==> src/rtl/dac_frame_sequencer_if.sv <==
// rtl/dac_frame_sequencer_if.sv - sample-set input and SPI-side frame word bundle for dac_frame_sequencer
//
// Signals:
//   ch0_in..ch3_in  12-bit channel samples A..D
//   sample_stb      capture strobe for the four samples
//   ena_in          per-frame load strobe from the SPI shift stage
//   data_out        24-bit command word presented to the SPI stage
//   frame_ch        channel index of the word on data_out
//   busy            a sample set is in flight
//   done            pulse after the ch3 word of a set has been loaded
//   overrun         pulse when an unsent pending set is overwritten
// The sequencer takes the slave view; the driver of samples and strobes takes the master view.
interface dac_frame_sequencer_if;
    logic [11:0] ch0_in;
    logic [11:0] ch1_in;
    logic [11:0] ch2_in;
    logic [11:0] ch3_in;
    logic        sample_stb;
    logic        ena_in;
    logic [23:0] data_out;
    logic [1:0]  frame_ch;
    logic        busy;
    logic        done;
    logic        overrun;

    modport master (
        output ch0_in, ch1_in, ch2_in, ch3_in, sample_stb, ena_in,
        input  data_out, frame_ch, busy, done, overrun
    );

    modport slave (
        input  ch0_in, ch1_in, ch2_in, ch3_in, sample_stb, ena_in,
        output data_out, frame_ch, busy, done, overrun
    );
endinterface

==> src/rtl/dac_frame_sequencer.sv <==
// rtl/dac_frame_sequencer.sv - formats four-channel sample sets into 24-bit DAC command frames
//
// Ports:
//   clk    system clock
//   reset  asynchronous active-high reset; all state cleared immediately
//   bus    dac_frame_sequencer_if.slave (samples, strobes, frame word and status)
//
// A captured set waits in the pending buffer until the SPI stage asks for a
// frame; it is then copied to the active buffer so later captures cannot
// disturb the set being sent. With no set in flight a NOP word is shown.
module dac_frame_sequencer #(
    parameter bit         SYNC_UPDATE = 1'b1,
    parameter logic [3:0] CMD_WU      = 4'b0011,
    parameter logic [3:0] CMD_WR      = 4'b0000,
    parameter logic [3:0] CMD_WUALL   = 4'b0010,
    parameter logic [3:0] CMD_NOP     = 4'b1111
) (
    input logic                  clk,
    input logic                  reset,
    dac_frame_sequencer_if.slave bus
);

    localparam logic [23:0] NOP_WORD = {CMD_NOP, 4'hF, 12'h000, 4'h0};

    typedef enum logic {IDLE, SEND} state_t;

    // With synchronous update only the last channel of a set latches the
    // outputs, so all four DAC outputs move together.
    function automatic logic [23:0] word(input logic [1:0] ch, input logic [11:0] d);
        logic [3:0] cmd;
        if (SYNC_UPDATE) begin
            cmd = (ch == 2'd3) ? CMD_WUALL : CMD_WR;
        end else begin
            cmd = CMD_WU;
        end
        return {cmd, 2'b00, ch, d, 4'h0};
    endfunction

    state_t           state, state_n;
    logic [3:0][11:0] pending, pending_n;
    logic [3:0][11:0] active, active_n;
    logic             pflag, pflag_n;
    logic [23:0]      data_q, data_n;
    logic [1:0]       fch_q, fch_n;
    logic             done_q, done_n;
    logic             ovr_q, ovr_n;
    logic             consume;
    logic [1:0]       fch_inc;

    assign fch_inc = fch_q + 2'd1;

    always_ff @(posedge clk or posedge reset) begin
        if (reset) begin
            state   <= IDLE;
            pending <= '0;
            active  <= '0;
            pflag   <= 1'b0;
            data_q  <= NOP_WORD;
            fch_q   <= 2'd0;
            done_q  <= 1'b0;
            ovr_q   <= 1'b0;
        end else begin
            state   <= state_n;
            pending <= pending_n;
            active  <= active_n;
            pflag   <= pflag_n;
            data_q  <= data_n;
            fch_q   <= fch_n;
            done_q  <= done_n;
            ovr_q   <= ovr_n;
        end
    end

    always_comb begin
        state_n   = state;
        pending_n = pending;
        active_n  = active;
        pflag_n   = pflag;
        data_n    = data_q;
        fch_n     = fch_q;
        done_n    = 1'b0;
        ovr_n     = 1'b0;
        consume   = 1'b0;

        case (state)
            IDLE: begin
                if (bus.ena_in && pflag) begin
                    consume  = 1'b1;
                    active_n = pending;
                    data_n   = word(2'd0, pending[0]);
                    fch_n    = 2'd0;
                    state_n  = SEND;
                end
            end
            SEND: begin
                if (bus.ena_in) begin
                    if (fch_q != 2'd3) begin
                        fch_n  = fch_inc;
                        data_n = word(fch_inc, active[fch_inc]);
                    end else begin
                        done_n = 1'b1;
                        fch_n  = 2'd0;
                        if (pflag) begin
                            // Back-to-back set: no NOP frame between sets.
                            consume  = 1'b1;
                            active_n = pending;
                            data_n   = word(2'd0, pending[0]);
                        end else begin
                            data_n  = NOP_WORD;
                            state_n = IDLE;
                        end
                    end
                end
            end
            default: begin
                state_n = IDLE;
                data_n  = NOP_WORD;
                fch_n   = 2'd0;
            end
        endcase

        if (consume) begin
            pflag_n = 1'b0;
        end

        // A capture on the same edge that drains pending is not an overrun:
        // the old set has just moved to active.
        if (bus.sample_stb) begin
            pending_n = {bus.ch3_in, bus.ch2_in, bus.ch1_in, bus.ch0_in};
            pflag_n   = 1'b1;
            ovr_n     = pflag && !consume;
        end
    end

    assign bus.data_out = data_q;
    assign bus.frame_ch = fch_q;
    assign bus.busy     = (state == SEND);
    assign bus.done     = done_q;
    assign bus.overrun  = ovr_q;

endmodule

==> src/flat_wrapper.sv <==
// flat-port wrapper written by rule: the top's interface ports become plain ports
module dac_frame_sequencer_flat 
#(
    parameter bit         SYNC_UPDATE = 1'b1,
    parameter logic [3:0] CMD_WU      = 4'b0011,
    parameter logic [3:0] CMD_WR      = 4'b0000,
    parameter logic [3:0] CMD_WUALL   = 4'b0010,
    parameter logic [3:0] CMD_NOP     = 4'b1111
)
  (clk, reset, bus_ch0_in, bus_ch1_in, bus_ch2_in, bus_ch3_in, bus_sample_stb, bus_ena_in, bus_data_out, bus_frame_ch, bus_busy, bus_done, bus_overrun);
  dac_frame_sequencer_if bus_i ();
  input logic clk;
  input logic reset;
  input wire logic [$bits(bus_i.ch0_in)-1:0] bus_ch0_in;
  input wire logic [$bits(bus_i.ch1_in)-1:0] bus_ch1_in;
  input wire logic [$bits(bus_i.ch2_in)-1:0] bus_ch2_in;
  input wire logic [$bits(bus_i.ch3_in)-1:0] bus_ch3_in;
  input wire logic [$bits(bus_i.sample_stb)-1:0] bus_sample_stb;
  input wire logic [$bits(bus_i.ena_in)-1:0] bus_ena_in;
  output wire logic [$bits(bus_i.data_out)-1:0] bus_data_out;
  output wire logic [$bits(bus_i.frame_ch)-1:0] bus_frame_ch;
  output wire logic [$bits(bus_i.busy)-1:0] bus_busy;
  output wire logic [$bits(bus_i.done)-1:0] bus_done;
  output wire logic [$bits(bus_i.overrun)-1:0] bus_overrun;
  assign bus_i.ch0_in = bus_ch0_in;
  assign bus_i.ch1_in = bus_ch1_in;
  assign bus_i.ch2_in = bus_ch2_in;
  assign bus_i.ch3_in = bus_ch3_in;
  assign bus_i.sample_stb = bus_sample_stb;
  assign bus_i.ena_in = bus_ena_in;
  assign bus_data_out = bus_i.data_out;
  assign bus_frame_ch = bus_i.frame_ch;
  assign bus_busy = bus_i.busy;
  assign bus_done = bus_i.done;
  assign bus_overrun = bus_i.overrun;
  dac_frame_sequencer #(.SYNC_UPDATE(SYNC_UPDATE), .CMD_WU(CMD_WU), .CMD_WR(CMD_WR), .CMD_WUALL(CMD_WUALL), .CMD_NOP(CMD_NOP)) u_core (.clk(clk), .reset(reset), .bus(bus_i));
endmodule
==> config.mk <==
export PLATFORM = sky130hd
export DESIGN_NAME = dac_frame_sequencer_flat
export DESIGN_NICKNAME = d
export VERILOG_FILES = /design/src/rtl/dac_frame_sequencer_if.sv /design/src/rtl/dac_frame_sequencer.sv /design/src/flat_wrapper.sv
export SDC_FILE = /design/constraint.sdc
export NUM_CORES = 1
export LEC_CHECK = 0
export ABC_AREA = 1
export CAP_MARGIN = 20
export CORE_MARGIN = 1.5
export CORE_UTILIZATION = 40
export DETAILED_ROUTE_END_ITERATION = 8
export SYNTH_ARGS = -nofsm -noshare
export SYNTH_HDL_FRONTEND = slang
export SYNTH_SLANG_ARGS = --single-unit
==> constraint.sdc <==
create_clock -name clk -period 4.6 [get_ports clk]
set_input_delay 0.92 -clock clk [delete_from_list [all_inputs] [get_ports clk]]
set_output_delay 0.92 -clock clk [all_outputs]
set_load 0.01 [all_outputs]
Yosys cells after proc, flatten, opt, wreduce, memory -nomap -nowiden
Index checks and enable logic that the tools add are counted.
{ "word_totals": {"register_bits": 126, "out_inout_bits": 29, "wordCells": 60} }
{ "op_classes": {"addsub": 1, "order_cmp": 1, "eq_ne": 6, "mux": 31, "n_bitwise": 1, "reduce_logical": 6} }
{ "ops": {"columns": ["operator", "count"], "rows": [
  ["2-to-1 mux 48 bit", 4],
  ["2-to-1 mux 24 bit", 4],
  ["one-hot mux 48 bit (2 select lines)", 1],
  ["one-hot mux 24 bit (2 select lines)", 1],
  ["binary-select mux 12 bit (select 2 bit)", 1],
  ["2-to-1 mux 1 bit", 12],
  ["2-to-1 mux 12 bit", 1],
  ["2-to-1 mux 2 bit", 4],
  ["!= test 2 bit (second input constant)", 4],
  ["one-hot mux 1 bit (2 select lines)", 2],
  ["one-hot mux 2 bit (2 select lines)", 1],
  ["AND reduction 4 bit", 1],
  ["less-than comparator 2 x 3 -> 1 bit (second input constant)", 1],
  ["adder 2 x 1 -> 2 bit (second input constant)", 1],
  ["equality test 2 bit (second input constant)", 1],
  ["logical AND 1 bit", 2],
  ["!= test 2 x 1 -> 1 bit (second input constant)", 1],
  ["AND reduction 2 bit", 1],
  ["nonzero test 2 bit", 1],
  ["logical NOT 1 bit", 1],
  ["NOT 1 bit", 1]
]} }

Depth between registers and ports, before layout
Gate-level depths: netlist of run 1.
{ "logic_depth": {"depth_word": 7, "mapped_depth": 10} }

Worst setup path after synthesis of run 1
No wires, ideal clock.
{ "synth_timing": {"path_type": "register to register", "startpoint": "reg u_core.fch_q[0], in the netlist u_core.bus.frame_ch[0]", "endpoint": "reg u_core.data_q[5], in the netlist u_core.bus.data_out[5]", "arrival_ns": 1.639, "required_ns": 4.473, "setup_slack_ns": 2.834, "stages_incl_launch_ff": 10, "synth_period_minus_slack_ns": 1.766, "path_cell_list": "dfrtp_1 -> buf_4 -> inv_2 -> buf_4 -> ha_1 -> inv_1 -> buf_2 -> nand3_1 -> nand3_1 -> o211ai_2"} }
{ "synth_between": {"elab_chain_cells": 6, "word_cells_on_any_way": 7, "classes_between": "add/sub (1); eq/ne (1); mux (5)"} }
{ "synth_rtl": {"columns": ["item", "line", "text"], "rows": [
  ["start, declared", "dac_frame_sequencer.sv:44", "logic [1:0] fch_q, fch_n;"],
  ["start signal, assigned", "dac_frame_sequencer.sv:68", "fch_q <= fch_n;"],
  ["adder 2 x 1 -> 2 bit", "dac_frame_sequencer.sv:50", "assign fch_inc = fch_q + 2'd1;"],
  ["binary-select mux 12 bit (select 2 bit)", "dac_frame_sequencer.sv:99", "data_n = word(fch_inc, active[fch_inc]);"],
  ["2-to-1 mux 12 bit (implied by the code)", "dac_frame_sequencer.sv:99", null],
  ["2-to-1 mux 24 bit *", "dac_frame_sequencer.sv:97", "if (fch_q != 2'd3) begin"],
  ["2-to-1 mux 24 bit *", "dac_frame_sequencer.sv:96", "if (bus.ena_in) begin"],
  ["one-hot mux 24 bit (2 select lines) *", "dac_frame_sequencer.sv:85", "case (state)"],
  ["end signal, assigned", "dac_frame_sequencer.sv:67", "data_q <= data_n;"],
  ["end, declared", "dac_frame_sequencer.sv:43", "logic [23:0] data_q, data_n;"]
]} }
Every way passes the cells marked *; elsewhere a longest branch is shown, timed or not. The select of a mux whose other input is x is not followed.
A chain may end at the register's enable or synchronous reset.

Worst setup path in the final report of run 1
{ "layout_timing": {"startpoint": "reg u_core.fch_q[0], in the netlist u_core.bus.frame_ch[0]", "endpoint": "reg u_core.data_q[7], in the netlist u_core.bus.data_out[7]"} }
Same word-level chain as after synthesis.

==> key figures, run 1 <==
Run status
  • Status: finished, final reports clean

Critical path
  • CP Data Arrival Time: 2890 ps
  • CP most frequent cell: nand2_1
  • CP required: 4890 ps
  • Worst Path Class, Setup: register to register
  • CP max FO: 29
  • Crit path buffers/inverters: 3
  • CP cell instances: buf_4, inv_2, ha_1, inv_1, nand3_1, nand2_1, nand2_1, a21oi_1
  • Startpoint types: register
  • Crit path largest cell delay: 700 ps
  • Crit end category: register
  • Kind of cell adding the most delay to the critical path: buffers and inverters
  • Critical path's slowest cell: ha_1

Route
  • Pre-antenna DRT Iters: 5
  • Routed wire length: 11.1 mm
  • WL per Instance: 13.2 um
  • Drt via density: 4.64
  • Vias: 3897
  • Final ANT Viol Nets: 0
  • Initial drt markers: 222
  • Drc violations: 0

Die
  • Die width: 116 um
  • Core ar.: 12600 um2
  • I/O pins: 81
  • Row count: 41
  • Die Ht: 116 um
  • Die Area: 13500 um2
  • Initial Util: 40.9%

Synthesis
  • Sequential area share after synthesis: 57.6%
  • Mapped cell area: 5140 um2
  • Synthesis-stage register bit count: 118
  • Top cell type's share of synthesized area: 55.5%
  • Mapped Cells: 590
  • Yosys warning count: 0
  • Post-synth EDFFs: 0
  • Mapped Avg Cell Area: 8.71 um2
  • Ys flop type: dfrtp_1
  • Async S/R FF share, synth: 100%
  • Largest area contributor in the netlist: dfrtp_1
  • Synth unique cells: 22
  • Synth area leaders: dfrtp_1, nand2_1, o21ai_0, inv_1, nand3_1

Clocking
  • Worst skew pair latency: 400 ps
  • Post-CTS Resized: 0
  • Cts bufs inserted: 17
  • Htree depth: 4
  • CTS clock-pin slew for the worst setup and hold paths: 50 ps
  • Hold buffer count at cts: 0
  • Post-CTS Setup Bufs: 0
  • Clock root buffer: clkbuf_16
  • CTS tree: done
  • CTS Buffer Depth: 2
  • Clk sinks: 118

STA
  • RSZ-0062 raised after global routing: no
  • Total Negative Setup Slacks: 0 ps
  • Crit path time final: 2600 ps
  • Final Hold Fails: 0
  • Top achievable clock speed: 0.385 GHz
  • Final setup fails: 0
  • Max_slew headroom: 36.3%
  • Slew @ Worst Pin: 955 ps
  • Post-route clock skew: 6.81 ps
  • Slew Limit Fails: 0
  • Period utilization: 56.5%

GRT
  • Largest net degree at the start of global routing: 95
  • Total gr overflow: 0
  • Gr usage total: 17.8%
  • Initial antenna violation count: 0
  • Vias in the first global route: 3780
  • Global-route wire length before repair: 18.3 mm

Power and ir drop
  • Max VDD drop: 0.000218 V
  • Cell area power density: 598 nW/um2
  • P_leak: 0.00318 uW
  • Seq pwr share: 39.2%
  • Pwr Total: 3860 uW
  • Sw Share: 32.0%
  • Clock power frac: 32.6%
  • Psw: 1240 uW
  • Combinational share of power: 28.2%
  • Int Pwr: 2620 uW

Job
  • MaxCap Viol Count: 0

Placed design
  • Dpl hpwl: 7.46 mm
  • Gpl congestion: 0.759
  • Port Buffers: 76

Min path
  • Min-Delay Path Class: register to register

Final layout
  • P&R area growth vs syn: 25.8%
  • Footprint of the multi-input gates: 1630 um2
  • Commonest non-fill, non-tap cell in the layout: nand2_1
  • Area occupied by registers: 2960 um2
  • Final nets: 709
  • Commonest non-fill, non-tap cells in the layout: nand2_1, dfrtp_1, o21ai_0
  • Number of diodes: 0
  • Fill count: 1164
  • Layout cells sized above 1: 9.13%
path summary, 6_finish.rpt:
check / from / endpoint / slack (ps) / depth (start not counted)
max in group asynchronous: reset / u_core.bus.data_out[22] / 2640 / 3
setup reg to reg: u_core.bus.frame_ch[0] / u_core.bus.data_out[7] / 2000 / 8
hold / removal: u_core.bus.data_out[17] / u_core.bus.data_out[17] / 470 / 2
hold reg to reg: u_core.bus.data_out[17] / u_core.bus.data_out[17] / 470 / 2
setup / recovery: u_core.bus.frame_ch[0] / u_core.bus.data_out[7] / 2000 / 8
min in group asynchronous: reset / u_core.active[43] / 1020 / 2
area by class of cell:
cell class,instances,area share (%)
Clock buffer,29,8.21
Clock inverter,3,0.620
Inverter,80,4.69
Multi-Input combinational cell,358,25.2
Sequential cell,118,45.8
Tap cell,172,3.33
Timing Repair Buffer,80,12.2
per-layer routing:
metal	vias to the layer above	part of all wire [%]	GRT usage, %
li1	1944	-	-
met1	1841	45	23.3
met2	103	49	29.1
met3	9	4.5	3.94
met4	0	1.2	6.59
met5	-	0	0
power groups by stage:
stage	Sequential [uW]	Clock (uW)	Combinational, uW
3_3_place_gp	1520	0	1060
4_1_cts	1510	1280	1100
6_report	1510	1260	1090
5_1_grt	1550	1320	1240
3_5_place_dp	1520	0	1090
2_1_floorplan	1520	0	725
through the flow:
step	hold WS [ps]	std cells	setup WS, ps	area [um2]	util, %
after floorplan	442	593	558	5150	-
after global placement	463	808	1850	5890	46.9
after detailed placement	468	808	1790	5890	46.9
after CTS	476	840	2000	6460	51.4
after global routing	492	840	1800	6460	51.4
final	474	840	2000	6460	51.4
cells in the mapped netlist, drive strengths merged, types with 2 or more instances:
| cell type | n |
|---|---|
| nor2 | 7 |
| ha | 2 |
| inv | 80 |
| a21oi | 5 |
| o211ai | 2 |
| nand2 | 204 |
| dfrtp | 114 |
| clkbuf | 9 |
| dfstp | 4 |
| buf | 28 |
| o21ai | 96 |
| nand3 | 36 |
worst reg2reg max path, delay by kind of cell, from the launching register on:
family                   cells  cell delay, ps
AO/OA/AOI/OAI                1              70
adder cells (fa/ha/maj)      1             700
buffers and inverters        3            1000
flip-flops                   1             320
AND/OR/NAND/NOR              3             400
logic make-up (layout without fill, tap and decap cells):
logic type	after synthesis	in the layout	synth area share (%)
other cells	1	4	0.0730
flops	118	118	57.6
buf+inv	117	192	10.9
compound gates	104	104	11.4
fa+ha+maj	2	2	0.487
simple gates	248	248	19.5
sequential cells by signal (all words and copies together) (netlist names):
register and count:
u_core.bus.frame_ch 2, u_core.bus.data_out 16, u_core.pending 48, u_core.active 48, u_core.pflag 1, u_core.bus.done 1
u_core.bus.busy 1, u_core.bus.overrun 1
No activity file was read; power rests on OpenSTA's default activity.
==> inputs of run 2 (changes only) <==
Clock period 4.6 ns to 2.2 ns, I/O delays scaled along.
==> run 2 against run 1 <==
Non-clock buffer count is 7 higher. Core utilization is 1.4 points higher. Via count is 0.33% higher. Sequential power is 110% higher. Hold slack worse by 1.7 ps. Clock power is 130% higher.
==> key figures, run 2 (synthesized netlist as in run 1, its figures left out) <==
Route
  • Wire length on met2: 5.18 mm
  • Drt via density: 4.62
  • Met3 Routed Length: 446 um
  • Pre-antenna DRT Iters: 4
  • M1 wire length: 5.23 mm
  • WL per Instance: 13.1 um
  • Routed wire length: 11.1 mm
  • Final ANT Viol Nets: 0
  • Vias: 3910
  • Uppermost layer routed: met4
  • Initial drt markers: 248
  • Drc violations: 0

Die
  • Die Area: 13500 um2
  • Die width: 116 um
  • I/O pins: 81
  • Initial Util: 40.9%
  • Row count: 41
  • Core ar.: 12600 um2
  • Die Ht: 116 um

Power and ir drop
  • Cell area power density: 1260 nW/um2
  • Max VDD drop: 0.000472 V
  • P_leak: 0.00326 uW

Final layout
  • Commonest non-fill, non-tap cells in the layout: nand2_1, dfrtp_1, o21ai_0
  • Final nets: 716
  • P&R area growth vs syn: 29.3%
  • Commonest non-fill, non-tap cell in the layout: nand2_1
  • Util after Layout: 52.8%
  • Fill count: 1190
  • Number of diodes: 0
  • Layout cells sized above 1: 10.5%
  • Post-route insts no fill: 847

Critical path
  • CP max FO: 20
  • R2r setup slk: 430 ps
  • R2R depth: 7
  • Crit end category: primary output
  • Startpoint types: register
  • CP required: 1760 ps
  • Worst r2r dst: u_core.bus.data_out[8]
  • CP Data Arrival Time: 1630 ps
  • R2R Path Start: u_core.bus.frame_ch[0]
  • Worst Path Class, Setup: register to primary output

GRT
  • Vias in the first global route: 3810
  • Total gr overflow: 0
  • Largest net degree at the start of global routing: 67
  • Gr usage total: 18.1%
  • Initial antenna violation count: 0
  • Global-route wire length before repair: 18.6 mm

Clocking
  • Clock root buffer: clkbuf_16
  • CTS Buffer Depth: 2
  • Htree depth: 4
  • Cts bufs inserted: 17
  • Clk sinks: 118
  • Post-CTS Setup Bufs: 0
  • Worst skew pair latency: 400 ps
  • CTS clock-pin slew for the worst setup and hold paths: 50 ps
  • CTS tree: done
  • Hold buffer count at cts: 0
  • Post-CTS Resized: 0

STA
  • Worst setup margin: 128 ps
  • RSZ-0062 raised after global routing: no
  • Period utilization: 94.2%
  • Total Negative Setup Slacks: 0 ps
  • Final setup fails: 0
  • Final Hold Fails: 0
  • Slew Limit Fails: 0
  • Crit path time final: 2070 ps
  • Post-route clock skew: 6.31 ps
  • Top achievable clock speed: 0.483 GHz

Run status
  • Status: finished, final reports clean

Min path
  • Worst hold path endpoint: u_core.bus.data_out[17]
  • Min-Delay Path Class: register to register
  • Hold Path Depth: 2
  • Hold path start: u_core.bus.data_out[17]

Placed design
  • Port Buffers: 76
  • Dpl hpwl: 7.65 mm
  • Gpl congestion: 0.802
  • Inst Count DP: 815
  • Pre-CTS setup slack: 311 ps

Job
  • MaxCap Viol Count: 0
-- run 2: changes by cell type in the layout (fill, tap and decap cells not counted) --
| cell | before | now |
|---|---|---|
| buf_12 | 0 | 6 |
| buf_6 | 0 | 1 |
| bufinv_16 | 1 | 4 |
| clkbuf_1 | 6 | 3 |
| clkbuf_8 | 6 | 2 |
| clkinv_2 | 2 | 5 |
| clkinvlp_4 | 0 | 2 |
| inv_4 | 1 | 0 |
-- run 2: routing by layer --
| layer | vias up | GRT usage, % |
|---|---|---|
| li1 | 1966 | - |
| met1 | 1833 | 23.9 |
| met2 | 96 | 29.0 |
| met3 | 15 | 4.26 |
| met4 | 0 | 6.91 |
| met5 | - | 0 |
-- run 2: power by group --
| group | internal (uW) | switching [uW] | total (uW) | leakage (uW) |
|---|---|---|---|---|
| Clock | 1940 | 930 | 2870 | 0.000304 |
| Combinational | 1010 | 1340 | 2350 | 0.00150 |
| Sequential | 2820 | 342 | 3160 | 0.00145 |
| Total | 5770 | 2610 | 8380 | 0.00326 |
-- run 2: cell type report --
cell class / count / area (um2) / area share, %
clock inverters: 10 / 153 / 2.30
well taps: 172 / 215 / 3.24
flip-flops and latches: 118 / 2960 / 44.6
inverters: 80 / 304 / 4.58
clock buffers: 22 / 464 / 6.99
repair buffers: 87 / 917 / 13.8
multi-input cells: 358 / 1630 / 24.5
-- run 2: per-stage QoR --
step / power [uW] / instance area (um2) / hold slack, ps
2_1_floorplan: 4690 / 5150 / 442
3_3_place_gp: 5460 / 6020 / 463
3_5_place_dp: 5530 / 6020 / 463
4_1_cts: 8460 / 6640 / 473
5_1_grt: 8950 / 6640 / 492
6_report: 8380 / 6640 / 472
-- run 2: worst max-delay path by stage --
stage	from	endpoint	slack [ps]	cells past startpoint
floorplan	reset	u_core.active[0]	320	1
global placement	bus_ena_in	u_core.active[39]	380	7
detailed placement	bus_ena_in	u_core.active[30]	310	7
CTS	u_core.bus.frame_ch[0]	bus_frame_ch[0]	30	2
global route	u_core.bus.frame_ch[0]	bus_frame_ch[0]	40	2
finish	u_core.bus.frame_ch[0]	bus_frame_ch[0]	130	2
-- run 2: critical path, cell delays in order, from the launching register on --
cell	delay, ps
dfrtp_1	430
buf_6	230
clkdlybuf4s50_1	570
